File: config.mk
export PLATFORM = sky130hd
export DESIGN_NAME = piso_serializer_flat
export DESIGN_NICKNAME = d
export VERILOG_FILES = /design/src/rtl/piso_serializer_pkg.sv /design/src/rtl/piso_serializer_if.sv /design/src/rtl/piso_shift_reg.sv /design/src/rtl/piso_serializer.sv /design/src/flat_wrapper.sv
export SDC_FILE = /design/constraint.sdc
export NUM_CORES = 1
export LEC_CHECK = 0
export CORE_MARGIN = 4
export CORE_UTILIZATION = 49
export CTS_CLUSTER_DIAMETER = 80
export DETAILED_ROUTE_END_ITERATION = 16
export PLACE_DENSITY = 0.75
export SLEW_MARGIN = 10
export SYNTH_ARGS = -nofsm -noshare
export SYNTH_HDL_FRONTEND = slang
export SYNTH_SLANG_ARGS = --single-unit
File: constraint.sdc
create_clock -name clk -period 1.5 [get_ports clk]
set_clock_uncertainty 0.1 [all_clocks]
set_input_delay 0.15 -clock clk [delete_from_list [all_inputs] [get_ports clk]]
set_output_delay 0.15 -clock clk [all_outputs]
set_load 0.05 [all_outputs]
File: src/rtl/piso_serializer_pkg.sv
// Shared types and sizing helpers for the PISO serializer.
// Frame length grows by one parity bit when PISO_PARITY_EN is defined.
package piso_serializer_pkg;

    typedef enum logic {
        IDLE  = 1'b0,
        SHIFT = 1'b1
    } state_t;

    function automatic int cnt_w(input int width);
        return $clog2(width + 1);
    endfunction

    function automatic int frame_len(input int width);
`ifdef PISO_PARITY_EN
        return width + 1;
`else
        return width;
`endif
    endfunction

endpackage

File: src/rtl/piso_serializer_if.sv
// Word-in / bit-out bus of the PISO serializer.
// Handshake: a word transfers on the rising edge where in_valid && in_ready; the source holds in_data/in_valid until then.
interface piso_serializer_if #(
    parameter int WIDTH = 8
);
    logic [WIDTH-1:0] in_data;
    logic             in_valid;
    logic             in_ready;
    logic             ser_en;
    logic             ser_out;
    logic             ser_valid;
    logic             ser_last;
    logic             busy;

    modport master (
        output in_data, in_valid, ser_en,
        input  in_ready, ser_out, ser_valid, ser_last, busy
    );

    modport slave (
        input  in_data, in_valid, ser_en,
        output in_ready, ser_out, ser_valid, ser_last, busy
    );
endinterface

File: src/rtl/piso_shift_reg.sv
// Loadable zero-filling shift register; bit_out is the bit currently presented.
// Zero fill means the register is empty (bit_out=0) once a whole frame has shifted out.
module piso_shift_reg #(
    parameter int WIDTH     = 8,
    parameter bit MSB_FIRST = 1'b1
) (
    input  logic             clk,
    input  logic             reset_n,
    input  logic             load,
    input  logic [WIDTH-1:0] load_data,
    input  logic             shift_en,
    output logic             bit_out
);
    logic [WIDTH-1:0] sr;

    always_ff @(posedge clk or negedge reset_n) begin
        if (!reset_n) begin
            sr <= '0;
        end else if (load) begin
            sr <= load_data;
        end else if (shift_en) begin
            if (MSB_FIRST) sr <= {sr[WIDTH-2:0], 1'b0};
            else           sr <= {1'b0, sr[WIDTH-1:1]};
        end
    end

    assign bit_out = MSB_FIRST ? sr[WIDTH-1] : sr[0];
endmodule

File: src/rtl/piso_serializer.sv
// Parallel-in/serial-out serializer with valid/ready input and per-bit valid/last output.
// Define PISO_PARITY_EN to append an even-parity bit after the data bits.
module piso_serializer
    import piso_serializer_pkg::*;
#(
    parameter int WIDTH     = 8,
    parameter bit MSB_FIRST = 1'b1
) (
    input  logic               clk,
    input  logic               reset_n,
    piso_serializer_if.slave   bus,
    output state_t             state_dbg
);
    localparam int FRAME_LEN = frame_len(WIDTH);
    localparam int CNT_W     = cnt_w(WIDTH);
    localparam logic [CNT_W-1:0] LAST_IDX = CNT_W'(FRAME_LEN - 1);

    state_t               state;
    logic [CNT_W-1:0]     cnt;
    logic                 ser_valid_q;
    logic                 ser_last_q;
    logic                 busy_q;
    logic                 accept;
    logic                 shift_en;
    logic                 ser_bit;
    logic [FRAME_LEN-1:0] load_vec;

    assign bus.in_ready = (state == IDLE) || (state == SHIFT && ser_last_q && bus.ser_en);
    assign accept       = bus.in_valid && bus.in_ready;
    assign shift_en     = (state == SHIFT) && bus.ser_en;

`ifdef PISO_PARITY_EN
    // Parity rides in the extra shift-register slot so it leaves after the data bits.
    logic parity;
    assign parity = ^bus.in_data;
    if (MSB_FIRST) begin : g_load_msb
        assign load_vec = {bus.in_data, parity};
    end else begin : g_load_lsb
        assign load_vec = {parity, bus.in_data};
    end
`else
    assign load_vec = bus.in_data;
`endif

    piso_shift_reg #(
        .WIDTH     (FRAME_LEN),
        .MSB_FIRST (MSB_FIRST)
    ) u_shift_reg (
        .clk       (clk),
        .reset_n   (reset_n),
        .load      (accept),
        .load_data (load_vec),
        .shift_en  (shift_en),
        .bit_out   (ser_bit)
    );

    always_ff @(posedge clk or negedge reset_n) begin
        if (!reset_n) begin
            state       <= IDLE;
            cnt         <= '0;
            ser_valid_q <= 1'b0;
            ser_last_q  <= 1'b0;
            busy_q      <= 1'b0;
        end else begin
            case (state)
                IDLE: begin
                    if (accept) begin
                        state       <= SHIFT;
                        cnt         <= '0;
                        ser_valid_q <= 1'b1;
                        ser_last_q  <= 1'b0;
                        busy_q      <= 1'b1;
                    end
                end
                SHIFT: begin
                    if (bus.ser_en) begin
                        if (ser_last_q) begin
                            cnt        <= '0;
                            ser_last_q <= 1'b0;
                            if (!accept) begin
                                state       <= IDLE;
                                ser_valid_q <= 1'b0;
                                busy_q      <= 1'b0;
                            end
                        end else begin
                            cnt        <= cnt + CNT_W'(1);
                            ser_last_q <= ((cnt + CNT_W'(1)) == LAST_IDX);
                        end
                    end
                end
                default: state <= IDLE;
            endcase
        end
    end

    assign bus.ser_out   = ser_bit;
    assign bus.ser_valid = ser_valid_q;
    assign bus.ser_last  = ser_last_q;
    assign bus.busy      = busy_q;
    assign state_dbg     = state;
endmodule

File: src/flat_wrapper.sv
// flat-port wrapper written by rule: the top's interface ports become plain ports
module piso_serializer_flat import piso_serializer_pkg::*;
#(
    parameter int WIDTH     = 8,
    parameter bit MSB_FIRST = 1'b1
)
  (clk, reset_n, state_dbg, bus_in_data, bus_in_valid, bus_ser_en, bus_in_ready, bus_ser_out, bus_ser_valid, bus_ser_last, bus_busy);
  piso_serializer_if #(.WIDTH(WIDTH)) bus_i ();
  input  logic clk;
  input  logic reset_n;
  output state_t state_dbg;
  input wire logic [$bits(bus_i.in_data)-1:0] bus_in_data;
  input wire logic [$bits(bus_i.in_valid)-1:0] bus_in_valid;
  input wire logic [$bits(bus_i.ser_en)-1:0] bus_ser_en;
  output wire logic [$bits(bus_i.in_ready)-1:0] bus_in_ready;
  output wire logic [$bits(bus_i.ser_out)-1:0] bus_ser_out;
  output wire logic [$bits(bus_i.ser_valid)-1:0] bus_ser_valid;
  output wire logic [$bits(bus_i.ser_last)-1:0] bus_ser_last;
  output wire logic [$bits(bus_i.busy)-1:0] bus_busy;
  assign bus_i.in_data = bus_in_data;
  assign bus_i.in_valid = bus_in_valid;
  assign bus_i.ser_en = bus_ser_en;
  assign bus_in_ready = bus_i.in_ready;
  assign bus_ser_out = bus_i.ser_out;
  assign bus_ser_valid = bus_i.ser_valid;
  assign bus_ser_last = bus_i.ser_last;
  assign bus_busy = bus_i.busy;
  piso_serializer #(.WIDTH(WIDTH), .MSB_FIRST(MSB_FIRST)) u_core (.clk(clk), .reset_n(reset_n), .bus(bus_i), .state_dbg(state_dbg));
endmodule
# Word level (Yosys, flattened, before mapping)
# Cells that the tools add are included.
# classes
n_addsub,1
eq_ne,5
n_mux,19
bitwise,1
reduce_logical,8
# op_table
cell,count
$mux 8,2
$mux 4,3
$mux 1,10
$pmux 4 s2,1
$ne 2x2->1 const B,3
$pmux 1 s2,3
$add 4x1->4 const B,1
$eq 4x3->1 const B,1
$logic_and 1x1->1,4
$reduce_and 4->1,1
$ne 2x1->1 const B,1
$reduce_and 2->1,1
$reduce_bool 2->1,1
$logic_or 1x1->1,1
$not 1->1,1
# word_totals
reg_bits,15

# Longest topological paths before layout
# depth
ltp_word,8
mapped_depth,5
depth_no_buf,4

# By module
# Synthesis repeated with hierarchy kept, for this count alone.
# hier_totals
hier_cells,80
area_unflattened_um2,810.8
# modules_own_cells
module,instances,cells_each,area_per_inst_um2,seq_area_each_um2
piso_serializer,1,46,441.7,175.2
piso_shift_reg,1,34,369.1,200.2

# Worst setup path before layout
# OpenSTA, ideal clock, no wires.
# synth_path
path_kind,register -> output
startpoint,"register u_core.state, in the netlist u_core.state_dbg"
endpoint,output bus_in_ready
arrival_ns,1.341
required_ns,1.250
path_slack_ns,-0.091
path_stages_with_launch,4
path_buffers,2
cell_sequence,dfrtp_1 buf_6 buf_4 nand2_1
# synth_via
elab_chain_len,3
# synth_lines
item,line_no,rtl
start: declaration,piso_serializer.sv:18,state_t state;
start signal: assignment,piso_serializer.sv:59,state <= IDLE;
start signal: assignment,piso_serializer.sv:68,state <= SHIFT;
start signal: assignment,piso_serializer.sv:81,state <= IDLE;
$logic_and 1x1->1 (2 in a row),piso_serializer.sv:28,assign bus.in_ready = (state == IDLE) || (state == SHIFT && ser_last_q && bus.ser_en);
$logic_or 1x1->1 (*),piso_serializer.sv:28,
end: declaration,flat_wrapper.sv:15,output wire logic [$bits(bus_i.in_ready)-1:0] bus_in_ready;
# Mark *: on every way between the ends. The rest lies on a longest branch, timed or not.

# Final worst setup path
# layout_path
startpoint,register u_core.cnt[0]
endpoint,"register u_core.ser_last_q, in the netlist u_core.bus.ser_last"
# layout_via
elab_chain_len,5
# layout_lines
item,line_no,rtl
start: declaration,piso_serializer.sv:19,logic [CNT_W-1:0] cnt;
start signal: assignment,piso_serializer.sv:86,cnt <= cnt + CNT_W'(1);
$add 4x1->4,piso_serializer.sv:87,ser_last_q <= ((cnt + CNT_W'(1)) == LAST_IDX);
$eq 4x3->1,piso_serializer.sv:87,
$mux 1,piso_serializer.sv:77,if (ser_last_q) begin
$mux 1,piso_serializer.sv:76,if (bus.ser_en) begin
$pmux 1 s2,piso_serializer.sv:65,case (state)
end signal: assignment,piso_serializer.sv:87,
end: declaration,piso_serializer.sv:21,logic ser_last_q;
# Every way passes these cells. The select of a mux whose other input is x is not followed.
# A chain may end at the register's enable or synchronous reset.

==> run_results.csv <==
group,metric,value,unit
status,status,"finished clean",
routing,num_vias,797,
placed_design,globalplace.congestion,0.7606,
cells_and_area,drive_gt1_frac,0.3145,
cells_and_area,antenna_cells,0,
yosys,ys_ff_latch,15,
cells_and_area,fin_nets,139,
global_route,gr-usage-all-layers,0.1676,
yosys,synth_area,996.0,µm²
sta,finalMaxSlewViolations,0,
yosys,synthFlopType,"dfrtp_1",
cells_and_area,syn_to_final_growth,35.18,%
cells_and_area,final_util,0.6933,
sta,max_clock_freq,0.7260,GHz
global_route,first_global_vias,829,
floorplanning,die_y,53.09,µm
worst_setup_path,crit_fanout,5,
routing,viasPerCell,5.278,
yosys,yosysSeqAreaShare,0.3769,
worst_setup_path,worstSetupPathType,"register to register",
sta,hold_viol,0,
power,p_leak,0.6517,nW
clock_network,clockBufferDepth,2,
worst_hold_path,hold_class,"input pin to asynchronous set/reset pin",
floorplanning,initial_utilization,0.5129,
placed_design,dpl.hpwl,1537,µm
sta,tightest_slew,0.2557,ns
sta,rsz0062_at_grt,"no",
floorplanning,io_pins,18,
power,power.total,2.014,mW
worst_setup_path,cp-start-kind,"register",
cells_and_area,nFillCells,145,
clock_network,cts_tree,"yes",
routing,drc_errors,0,
floorplanning,core_area,1942,µm²
yosys,ys_types,31,
clock_network,numCtsBuffers,3,
sta,max_slew_margin,0.8246,
sta,period_share,0.9183,
routing,drtPass1Iterations,2,
yosys,synth_top_area_cell,"dfrtp_1",
worst_setup_path,crit_start,"u_core.cnt[0]$_DFFE_PN0P_",
clock_network,htreeDepth,1,
power,cellPowerDensity,1496,nW/µm²
global_route,grt_overflow_total,0,
clock_network,cts_root_buf,"clkbuf_4",
sta,setup_viol,0,
clock_network,cts.clk_slew.worst_paths,0.09,ns
yosys,syn-instance-count,95,
placed_design,portBuffers,17,
floorplanning,rows,16,
global_route,antenna_found_initial,0,
yosys,avgSynthCellArea,10.48,µm²
routing,wl_per_cell,13.37,µm
worst_setup_path,critPathCaptureType,"register",
routing,wl,2019,µm
floorplanning,die_x,53.09,µm
yosys,yosysWarnings,0,
global_route,grt_max_degree,16,
worst_setup_path,r2r-start,"u_core.cnt[0]$_DFFE_PN0P_",
yosys,ys_top_cells_by_area,"dfrtp_1, mux2i_1, mux2_2, mux2_4, o22ai_1",
routing,drt_iter0_drc,10,
power,max-vdd-ir-drop,0.001523,V
sta,finalCriticalPeriod,1.378,ns
clock_network,cts_num_sinks,15,
worst_setup_path,crit_arrival,1.50,ns
floorplanning,die-area,2818,µm²
worst_setup_path,rr_worst_depth,4,
routing,ant_nets,0,
global_route,grt_pass1_wl,3470,µm
yosys,synth_edf_count,0,
yosys,async_flop_share,1.000,
worst_setup_path,required,1.62,ns
sta,finalSetupTns,0,ns
yosys,syn_nets,109,
clock_network,clock_latency,0.28,ns
flow_run,drv_cap,0,
yosys,synth_top_area_share,0.3769,
==> repair_timing <==
item,in CTS,in global routing
gates resized for setup,0,0
setup buffers,0,5
hold buffers,0,0
endpoints found under the setup margin,0,1
==> flip-flops by register name (all words and copies together), names as in the netlist <==
name and cells:
u_core.u_shift_reg.sr 8, u_core.cnt 4, u_core.bus.ser_last 1, u_core.bus.ser_valid 1
u_core.state_dbg 1
==> layout make-up <==
cell class                 instances  area, µm²  area share
clock buffer                       3      22.52     0.01673
clock inverter                     1      5.005    0.003717
inverter                           1      3.754    0.002788
multi-input combinational         72      560.5      0.4164
sequential                        15      377.9      0.2807
tap                               27      33.78     0.02509
timing repair buffer              32      342.8      0.2546
==> critical path, stage by stage, from the launching register on <==
cell and delay (ns):
dfrtp_1 0.43, ha_1 0.26, xnor2_1 0.14, nor4b_2 0.24, a22o_1 0.15
==> layer usage <==
metal | vias to the layer above | track usage | routed length [µm]
li1 | 404 | - | -
met4 | 0 | 0.06383 | 17
met5 | - | 0 | 0
met1 | 377 | 0.2007 | 920
met2 | 14 | 0.2851 | 991
met3 | 2 | 0.04225 | 90
==> power breakdown <==
group          internal [mW]  total, mW  switching, mW
combinational          0.582       1.07          0.484
sequential             0.551      0.716          0.165
clock                 0.0991      0.232          0.133
==> layout by cell type (no fill, tap or decap), drive strengths merged <==
cell type and instances:
buf 21, dfrtp 15, clkdlybuf4s50 11, nand2 11, mux2i 10, o22ai 7, a21oi 7, mux2 7
nand2b 5, or2b 4, clkbuf 3, a21o 2, nor2b 2, o21ai 2, o31ai 2, ha 2
inv 1, nand3 1, nor2 1, nand4bb 1, or3b 1, o311a 1, xnor2 1, nor4b 1
xor2 1, a22o 1, o21ba 1, o221ai 1, clkinv 1
==> synthesized netlist by cell type (2+ instances only) <==
cell / number
buf_4: 2
a21o_1: 2
o22ai_1: 7
mux2_2: 4
a21oi_1: 7
nor2b_1: 2
o31ai_1: 2
ha_1: 2
buf_2: 2
or2b_1: 4
nand2_1: 9
mux2i_1: 10
buf_6: 3
nand2b_1: 5
mux2_4: 3
dfrtp_1: 15
o21ai_0: 2
==> cell families (layout without fill, tap and decap cells) <==
kind of cell | Yosys count | count (layout) | share of synthesized area
flops | 15 | 15 | 0.3769
mux | 17 | 17 | 0.1910
simple gates | 27 | 27 | 0.1696
compound gates | 24 | 24 | 0.1570
buf+inv | 8 | 37 | 0.06280
xor+xnor | 2 | 2 | 0.01759
fa+ha+maj | 2 | 2 | 0.02512
==> worst paths after layout <==
| path | endpoint | slack, ns |
|---|---|---|
| worst min register to register | u_core.u_shift_reg.sr[0]$_DFFE_PN0P_ | 0.44 |
| worst max register to register | u_core.bus.ser_last$_DFFE_PN0P_ | 0.12 |
| min in group clk | u_core.u_shift_reg.sr[0]$_DFFE_PN0P_ | 0.39 |
| worst min-delay path | u_core.u_shift_reg.sr[4]$_DFFE_PN0P_ | 0.06 |
| worst max-delay path | u_core.bus.ser_last$_DFFE_PN0P_ | 0.12 |
| max in group asynchronous | u_core.bus.ser_last$_DFFE_PN0P_ | 1.04 |
==> through the flow <==
stage          instance area [µm²]  instances  worst slack, ns  hold slack, ns
6_report                      1346        151           0.1225         0.06461
5_1_grt                       1346        151          0.02770         0.06919
4_1_cts                       1309        146          0.05691         0.06002
3_5_place_dp                  1281        142         -0.07124          0.3810
3_3_place_gp                  1281        142         -0.03636          0.3815
2_1_floorplan                 1001         95          0.09259         -0.2456
(Power assumes the default switching activity.)
